[src/rtl/mcode_seq.sv]
// Microcode sequencer: fetch/decode of 27-bit microwords from an external ROM.
// Optional return stack for CALL/RET enabled by defining MCODE_STACK_EN.
module mcode_seq #(
  parameter int STACK_DEPTH = 4
) (
  input  logic        sys_clk,
  input  logic        resetl,
  input  logic        clk,
  input  logic        start,
  input  logic [5:0]  entry,
  input  logic [3:0]  cond,
  input  logic [26:0] z,
  output logic [5:0]  a,
  output logic [14:0] ctl,
  output logic        ctl_stb,
  output logic        busy,
  output logic        done,
  output logic        err
);

  typedef enum logic {IDLE = 1'b0, RUN = 1'b1} state_t;

  localparam logic [2:0] OP_CONT = 3'd0;
  localparam logic [2:0] OP_JMP  = 3'd1;
  localparam logic [2:0] OP_BR   = 3'd2;
  localparam logic [2:0] OP_CALL = 3'd3;
  localparam logic [2:0] OP_RET  = 3'd4;
  localparam logic [2:0] OP_LDC  = 3'd5;
  localparam logic [2:0] OP_DJNZ = 3'd6;
  localparam logic [2:0] OP_END  = 3'd7;

  if (STACK_DEPTH < 1 || STACK_DEPTH > 8) begin : g_bad_depth
    $error("mcode_seq: STACK_DEPTH must be 1..8");
  end

  state_t      state_q, state_d;
  logic [5:0]  a_q, a_d;
  logic [5:0]  cnt_q, cnt_d;
  logic        busy_q, busy_d;
  logic        done_q, done_d;
  logic        err_q, err_d;
  logic        clk_prev_q;
  logic        dec_q;

  logic        clk_rise;
  logic [5:0]  tgt;
  logic [2:0]  op;
  logic        c;
  logic [5:0]  a_inc;
  logic [5:0]  cnt_dec;

  assign clk_rise = ~clk_prev_q & clk;
  assign tgt      = z[5:0];
  assign op       = z[8:6];
  assign c        = cond[z[10:9]] ^ z[11];
  assign a_inc    = a_q + 6'd1;
  assign cnt_dec  = cnt_q - 6'd1;

`ifdef MCODE_STACK_EN
  localparam int SPW = $clog2(STACK_DEPTH + 1);
  localparam int IW  = (STACK_DEPTH > 1) ? $clog2(STACK_DEPTH) : 1;

  logic [5:0]     stk_q [2**IW];
  logic [SPW-1:0] sp_q, sp_d;
  logic           push;
  logic [IW-1:0]  wr_idx;
  logic [IW-1:0]  rd_idx;
  logic           stk_full;
  logic           stk_empty;

  assign wr_idx    = IW'(sp_q);
  assign rd_idx    = IW'(sp_q - SPW'(1));
  assign stk_full  = (sp_q == SPW'(STACK_DEPTH));
  assign stk_empty = (sp_q == '0);
`endif

  always_comb begin
    state_d = state_q;
    a_d     = a_q;
    cnt_d   = cnt_q;
    busy_d  = busy_q;
    done_d  = 1'b0;
    err_d   = err_q;
`ifdef MCODE_STACK_EN
    sp_d    = sp_q;
    push    = 1'b0;
`endif
    unique case (state_q)
      IDLE: begin
        if (start) begin
          state_d = RUN;
          a_d     = entry;
          busy_d  = 1'b1;
          err_d   = 1'b0;
          cnt_d   = '0;
`ifdef MCODE_STACK_EN
          sp_d    = '0;
`endif
        end
      end
      RUN: begin
        if (dec_q) begin
          unique case (op)
            OP_CONT: a_d = a_inc;
            OP_JMP:  a_d = tgt;
            OP_BR:   a_d = c ? tgt : a_inc;
`ifdef MCODE_STACK_EN
            OP_CALL: begin
              if (stk_full) begin
                state_d = IDLE;
                busy_d  = 1'b0;
                err_d   = 1'b1;
              end else begin
                push = 1'b1;
                sp_d = sp_q + SPW'(1);
                a_d  = tgt;
              end
            end
            OP_RET: begin
              if (stk_empty) begin
                state_d = IDLE;
                busy_d  = 1'b0;
                err_d   = 1'b1;
              end else begin
                sp_d = sp_q - SPW'(1);
                a_d  = stk_q[rd_idx];
              end
            end
`else
            OP_CALL: a_d = tgt;
            OP_RET: begin
              state_d = IDLE;
              busy_d  = 1'b0;
              done_d  = 1'b1;
            end
`endif
            OP_LDC: begin
              cnt_d = tgt;
              a_d   = a_inc;
            end
            OP_DJNZ: begin
              cnt_d = cnt_dec;
              a_d   = (cnt_dec != 6'd0) ? tgt : a_inc;
            end
            OP_END: begin
              state_d = IDLE;
              busy_d  = 1'b0;
              done_d  = 1'b1;
            end
            default: ;
          endcase
        end
      end
      default: state_d = IDLE;
    endcase
  end

  always_ff @(posedge sys_clk) begin
    if (!resetl) begin
      state_q    <= IDLE;
      a_q        <= '0;
      cnt_q      <= '0;
      busy_q     <= 1'b0;
      done_q     <= 1'b0;
      err_q      <= 1'b0;
      clk_prev_q <= 1'b1;
      dec_q      <= 1'b0;
`ifdef MCODE_STACK_EN
      sp_q       <= '0;
`endif
    end else begin
      state_q    <= state_d;
      a_q        <= a_d;
      cnt_q      <= cnt_d;
      busy_q     <= busy_d;
      done_q     <= done_d;
      err_q      <= err_d;
      clk_prev_q <= clk;
      // a word fetched before RUN addressed a stale a, so never decode it
      dec_q      <= clk_rise & (state_q == RUN);
`ifdef MCODE_STACK_EN
      sp_q       <= sp_d;
`endif
    end
  end

`ifdef MCODE_STACK_EN
  always_ff @(posedge sys_clk) begin
    if (push) stk_q[wr_idx] <= a_inc;
  end
`endif

  assign a       = a_q;
  assign ctl     = z[26:12];
  assign ctl_stb = dec_q & (state_q == RUN);
  assign busy    = busy_q;
  assign done    = done_q;
  assign err     = err_q;

endmodule

[config.mk]
export PLATFORM = sky130hd
export DESIGN_NAME = mcode_seq
export DESIGN_NICKNAME = d
export VERILOG_FILES = /design/src/rtl/mcode_seq.sv
export SDC_FILE = /design/constraint.sdc
export NUM_CORES = 1
export LEC_CHECK = 0
export ABC_AREA = 1
export BUFFER_PORTS_ARGS = -buffer_cell sky130_fd_sc_hd__buf_4
export CORE_MARGIN = 2
export CORE_UTILIZATION = 30
export DETAILED_ROUTE_END_ITERATION = 7
export HOLD_SLACK_MARGIN = 0.02
export SLEW_MARGIN = 20
export SYNTH_ARGS = -nofsm -noshare
export SYNTH_HDL_FRONTEND = slang
export SYNTH_SLANG_ARGS = --single-unit
export TNS_END_PERCENT = 5
[constraint.sdc]
create_clock -name sys_clk -period 2.05 [get_ports sys_clk]
set_clock_uncertainty 0.2 [all_clocks]
set_input_delay 0.205 -clock sys_clk [delete_from_list [all_inputs] [get_ports sys_clk]]
set_output_delay 0.205 -clock sys_clk [all_outputs]
set_load 0.01 [all_outputs]
==> results of run 1 <==
-- metrics by stage --
stage | power [mW] | utilization | hold WS, ns | setup slack [ns]
floorplan | 0.595 | - | 0.0737 | 0.304
global placement | 0.669 | 0.361 | 0.180 | 0.0619
detailed placement | 0.671 | 0.361 | 0.186 | 0.0406
CTS | 0.943 | 0.377 | 0.0318 | 0.0190
global route | 1.02 | 0.387 | 0.0451 | -0.0191
finish | 0.960 | 0.387 | 0.0317 | 0.168
-- flip-flops by register name, summed over array words and instances (netlist names) --
name,count
a,6
state_q,1
done,1
cnt_q,6
clk_prev_q,1
dec_q,1
busy,1
-- report_power, final --
group	leakage, nW	total [mW]	internal, mW	switching, mW
clock	0.0217	0.273	0.137	0.136
combinational	0.770	0.319	0.139	0.180
sequential	0.140	0.368	0.349	0.0189
-- final cells by class --
cell class	instances	area (µm²)	share of cell area
flip-flops and latches	17	342	0.186
multi-input cells	172	880	0.479
repair buffers	43	330	0.180
well taps	67	83.8	0.0456
clock inverters	1	7.51	0.00408
inverters	41	154	0.0837
clock buffers	3	41.3	0.0225
-- layer usage --
| layer | wire, µm | vias to the layer above |
|---|---|---|
| met3 | 272 | 8 |
| li1 | - | 832 |
| met4 | 53 | 0 |
| met1 | 1900 | 716 |
| met5 | 0 | - |
| met2 | 1670 | 43 |
-- final timing paths --
path	start	end	slack, ns	cells after the start
min	resetl	cnt_q[0]	0.03	3
max reg2reg	cnt_q[0]	a[2]	0.17	14
max	cnt_q[0]	a[2]	0.17	14
min reg2reg	clk_prev_q	dec_q	0.20	1
-- critical path, cell delays in order, from the launching register on --
cell and delay [ns]:
dfxtp_2 0.34, inv_2 0.09, ha_4 0.16, inv_1 0.04
nand2_1 0.05, nand2_1 0.06, nor2_1 0.08, nand2_1 0.07
nor2_2 0.12, nand3_1 0.10, nand2_2 0.15, nand2_1 0.06
nand3_1 0.12, nand2_1 0.07, a21oi_1 0.12
-- cell families (layout without fill, tap and decap cells) --
kind of cell	count (synthesis)	after routing	share of synthesized area
other	1	1	0.00251
adders and majority gates	3	3	0.0251
buffers and inverters	61	88	0.197
and+or+nand+nor	138	138	0.414
DFF	17	17	0.228
AOI/OAI and AO/OA	27	27	0.116
xor gates and xnor gates	3	3	0.0176
-- placed cells by master (no fill, tap or decap), types with 2 or more instances in the layout --
master	Yosys	routed
ha_1	3	2
dlygate4sd3_1	0	3
nor2_2	1	2
nor2_1	27	26
o21ai_0	5	5
nand2_2	2	2
clkbuf_8	0	3
dfxtp_1	17	16
nor2_4	2	2
inv_2	8	10
nand3b_1	2	2
nand3_1	41	40
buf_4	17	40
nand2_1	59	59
inv_1	33	31
xor2_1	2	2
a21oi_1	15	15
o21ai_1	2	2
-- what timing repair did --
item,in CTS,in global routing
resized for setup,0,7
endpoints found under the hold margin,4,0
hold buffers,3,0
endpoints found under the setup margin,0,6
buffers inserted,0,3
==> results.json, run 1 <==
{
  "dr_total_vias": 1599,
  "yosysSeqAreaShare": 0.228,
  "grt_pass1_wl_um": 6040,
  "cts_made_buffers": 3,
  "io_pins": 66,
  "insertion_delay_ns": 0.26,
  "area_growth_pct": 23.0,
  "rows": 25,
  "synth_area_mm2": 0.00149,
  "antenna_found_initial": 0,
  "cts_tree": "done",
  "port_buffers": 34,
  "hold_path.class": "input port to register",
  "die_h_um": 74.6,
  "crit_path_end_kind": "register",
  "power_leakage_nw": 0.932,
  "critPathLaunchType": "register",
  "grtUsageMet1": 0.200,
  "drcViolationCount": 0,
  "yosysWarningCount": 0,
  "dieWidth_um": 74.6,
  "fill_cells": 549,
  "top_usage_layer": "met2",
  "setup_viol": 0,
  "cp_data_arrival_time_ns": 1.88,
  "placed_cells": 334,
  "fin_nets": 322,
  "final.min_clock_period_ns": 1.88,
  "synth_cells": 250,
  "grt_overflow": 0,
  "outcome": "completed",
  "die-area_mm2": 0.00556,
  "yosysUniqueCellTypes": 29,
  "avgSynthCellArea_um2": 5.98,
  "tns_ns": 0,
  "core_mm2": 0.00475,
  "ir_drop_uv": 226,
  "first_global_vias": 1362,
  "dr.pass1.iters": 4,
  "synth_edf_count": 0,
  "synth_area_leaders": "dfxtp_1 (23%), nand2_1 (15%), nand3_1 (14%)",
  "fin_cells": 344,
  "synth.largest_area_cell": "dfxtp_1",
  "grt_use_met3": 0.0298,
  "yosysTopAreaCellShare": 0.228,
  "gr-usage-all-layers": 0.141,
  "drive_gt1_frac": 0.242,
  "clock-sinks": 17,
  "async_flop_share": 0,
  "grt_max_degree": 16,
  "finalMaxSlewViolations": 0,
  "clockBufferDepth": 2,
  "finalHoldViolCount": 0,
  "synth_most_common_cell": "nand2_1",
  "place_congestion": 0.838,
  "synth_seq_cells": 17,
  "ys_top_cells_by_count": "nand2_1 (59), nand3_1 (41), inv_1 (33)",
  "period_share": 0.918,
  "cts.clk_slew.worst_paths_ns": 0.08,
  "cp_max_fo": 6,
  "cts_root_buf": "clkbuf_8",
  "synthesis.nets": 294,
  "num_antenna_cells": 0,
  "drt_wl_total_um": 3900,
  "htree_levels": 1,
  "place_area_mm2": 0.00172,
  "critPathKind": "register to register",
  "met2_usage": 0.212,
  "antenna_left": 0,
  "wl_per_cell_um": 11.3,
  "drt_iter0_drc": 81,
  "p_per_area_mw_per_mm2": 522,
  "post-route-cell-area_mm2": 0.00184,
  "fmax_mhz": 531,
  "cp.required_ns": 2.04,
  "ys.flop_type": "dfxtp_1",
  "max_cap_violations": 0,
  "via_per_inst": 4.65,
  "dp_hpwl_um": 2980,
  "start_util": 0.314
}
(Power assumes the default switching activity.)
==> run 2, diff against run 1 <==
Settings changed: ABC_AREA 1 to default, CORE_ASPECT_RATIO from default to 1.5.
==> run 2 against run 1 <==
Non-clock buffer count rose by 9. Cell count fell by 28%. Sequential share of layout area rose by 1.0 points. First-iteration DRC count fell by 81%. Global-route usage rose by 1.9 points. Maximum frequency fell by 5.9%. Synthesized cell count fell by 32%. Routed wire length fell by 1.3%. Flip-flop and latch count did not move. Largest power group unchanged.
==> results.json, run 2 <==
{
  "outcome": "completed",
  "ys_top_cells_by_count": "dfxtp_1 (17), buf_4 (16), nor2_1 (13)",
  "port_buffers": 34,
  "htree_levels": 1,
  "die_h_um": 85.7,
  "yosysSeqAreaShare": 0.255,
  "placed_cells": 243,
  "tns_ns": 0,
  "cts.clk_slew.worst_paths_ns": 0.07,
  "grt_overflow": 0,
  "synth.largest_area_cell": "dfxtp_1",
  "clockBufferDepth": 2,
  "ys.flop_type": "dfxtp_1",
  "first_global_vias": 1361,
  "drive_gt1_frac": 0.355,
  "synth_mux_area_frac": 0.0394,
  "synth_area_leaders": "dfxtp_1 (25%), buf_4 (9.0%), xnor2_1 (4.6%)",
  "whs_ns": 0.0285,
  "period_share": 0.976,
  "layout_setup_ws_ns": 0.0502,
  "area_growth_pct": 32.8,
  "final_common_cell": "buf_4",
  "core_mm2": 0.00425,
  "synth_edf_count": 0,
  "antenna_left": 0,
  "synth_area_mm2": 0.00134,
  "hold_path.class": "input port to register",
  "synth_most_common_cell": "dfxtp_1",
  "dieWidth_um": 58.5,
  "cts_tree": "done",
  "synth_xor_area_frac": 0.0590,
  "yosysTopAreaCellShare": 0.255,
  "rows": 29,
  "critPathLaunchType": "register",
  "finalMaxSlewViolations": 0,
  "insertion_delay_ns": 0.27,
  "yosysWarningCount": 0,
  "grt_max_degree": 17,
  "gr-usage-all-layers": 0.160,
  "num_antenna_cells": 0,
  "synth_cells": 169,
  "crit_path_end_kind": "register",
  "drcViolationCount": 0,
  "dr.pass1.iters": 4,
  "cts_root_buf": "clkbuf_8",
  "place_congestion": 0.858,
  "start_util": 0.314,
  "cp_data_arrival_time_ns": 1.96,
  "antenna_found_initial": 0,
  "async_flop_share": 0,
  "critPathKind": "register to register",
  "dr_total_vias": 1323,
  "cp.required_ns": 2.01,
  "cts_made_buffers": 3,
  "grt_pass1_wl_um": 6260,
  "via_per_inst": 5.31,
  "setup_viol": 0,
  "drt_wl_total_um": 3850,
  "drt_iter0_drc": 15,
  "wl_per_cell_um": 15.5,
  "io_pins": 66,
  "rsz0062_at_grt": "true",
  "synth-simple-area-share": 0.238,
  "final_cell_mix": "buf_4 (50), dfxtp_1 (15), nor2_1 (13)",
  "final.min_clock_period_ns": 2.00,
  "ir_drop_uv": 474,
  "fin_cells": 249,
  "synth_compound_area_frac": 0.247,
  "yosysUniqueCellTypes": 46,
  "power_leakage_nw": 0.711,
  "cp_max_fo": 5,
  "dp_hpwl_um": 2930,
  "p_per_area_mw_per_mm2": 496,
  "finalHoldViolCount": 0,
  "synth_fa_ha_area_frac": 0.0281,
  "clock-sinks": 17,
  "max_cap_violations": 0,
  "synth_seq_cells": 17,
  "die-area_mm2": 0.00501,
  "synthesis.nets": 213,
  "synth_top_family_by_area": "compound AO/OA/AOI/OAI gates",
  "fmax_mhz": 500,
  "dp_slack_ns": -0.0641,
  "avgSynthCellArea_um2": 7.90,
  "fin_nets": 248
}
[run 2: per-stage QoR]
stage / util / cell area, µm² / power [mW]
floorplan: - / 1340 / 0.525
global placement: 0.383 / 1620 / 0.606
detailed placement: 0.383 / 1620 / 0.606
CTS: 0.401 / 1700 / 0.876
global route: 0.418 / 1770 / 0.921
finish: 0.418 / 1770 / 0.879
[run 2: final cells by class]
type                       count  area, µm²
fill                         424       2470
inverter                       8       35.0
timing repair buffer          52        395
multi-input combinational    122        891
clock inverter                 1       5.00
clock buffer                   3       41.3
tap                           46       57.6
sequential                    17        348
[run 2: path summary, 6_finish.rpt]
check | start | endpoint | slack [ns] | depth (start not counted)
setup / recovery | cnt_q[1] | a[0] | 0.05 | 7
hold / removal | resetl | clk_prev_q | 0.03 | 2
setup reg to reg | cnt_q[1] | a[0] | 0.05 | 7
hold reg to reg | busy | busy | 0.27 | 2
[run 2: logic make-up (layout without fill, tap and decap cells)]
group | Yosys count | in the layout
simple gates | 60 | 60
compound gates | 45 | 45
buf+inv | 30 | 64
flops | 17 | 17
xor+xnor | 9 | 9
mux | 4 | 4
fa+ha+maj | 3 | 3
other cells | 1 | 1
[run 2: report_power, final]
part / internal (mW) / switching, mW
registers: 0.343 / 0.0212
clock network: 0.136 / 0.137
logic: 0.125 / 0.118
[run 2: repair_timing]
action | in CTS | in global routing
hold endpoints to repair | 3 | 0
pin swaps | 4 | 7
gates cloned | 0 | 0
resized for setup | 5 | 15
buffers inserted | 0 | 0
setup endpoints to repair | 3 | 6
hold buffers | 2 | 0
[run 2: worst max-delay path, cell delays in order, from the launching register on]
cell and delay (ns):
dfxtp_4 0.37, inv_4 0.08, ha_4 0.12, nor3b_4 0.16, nand4_1 0.14, a221o_2 0.45, a221oi_2 0.28, a21oi_1 0.09
[run 2: layer usage]
metal,GRT usage,vias up,wire length [µm]
li1,-,666,-
met1,0.165,621,1460
met2,0.315,23,2180
met3,0.0151,13,123
met4,0.0634,0,91
met5,0,-,0
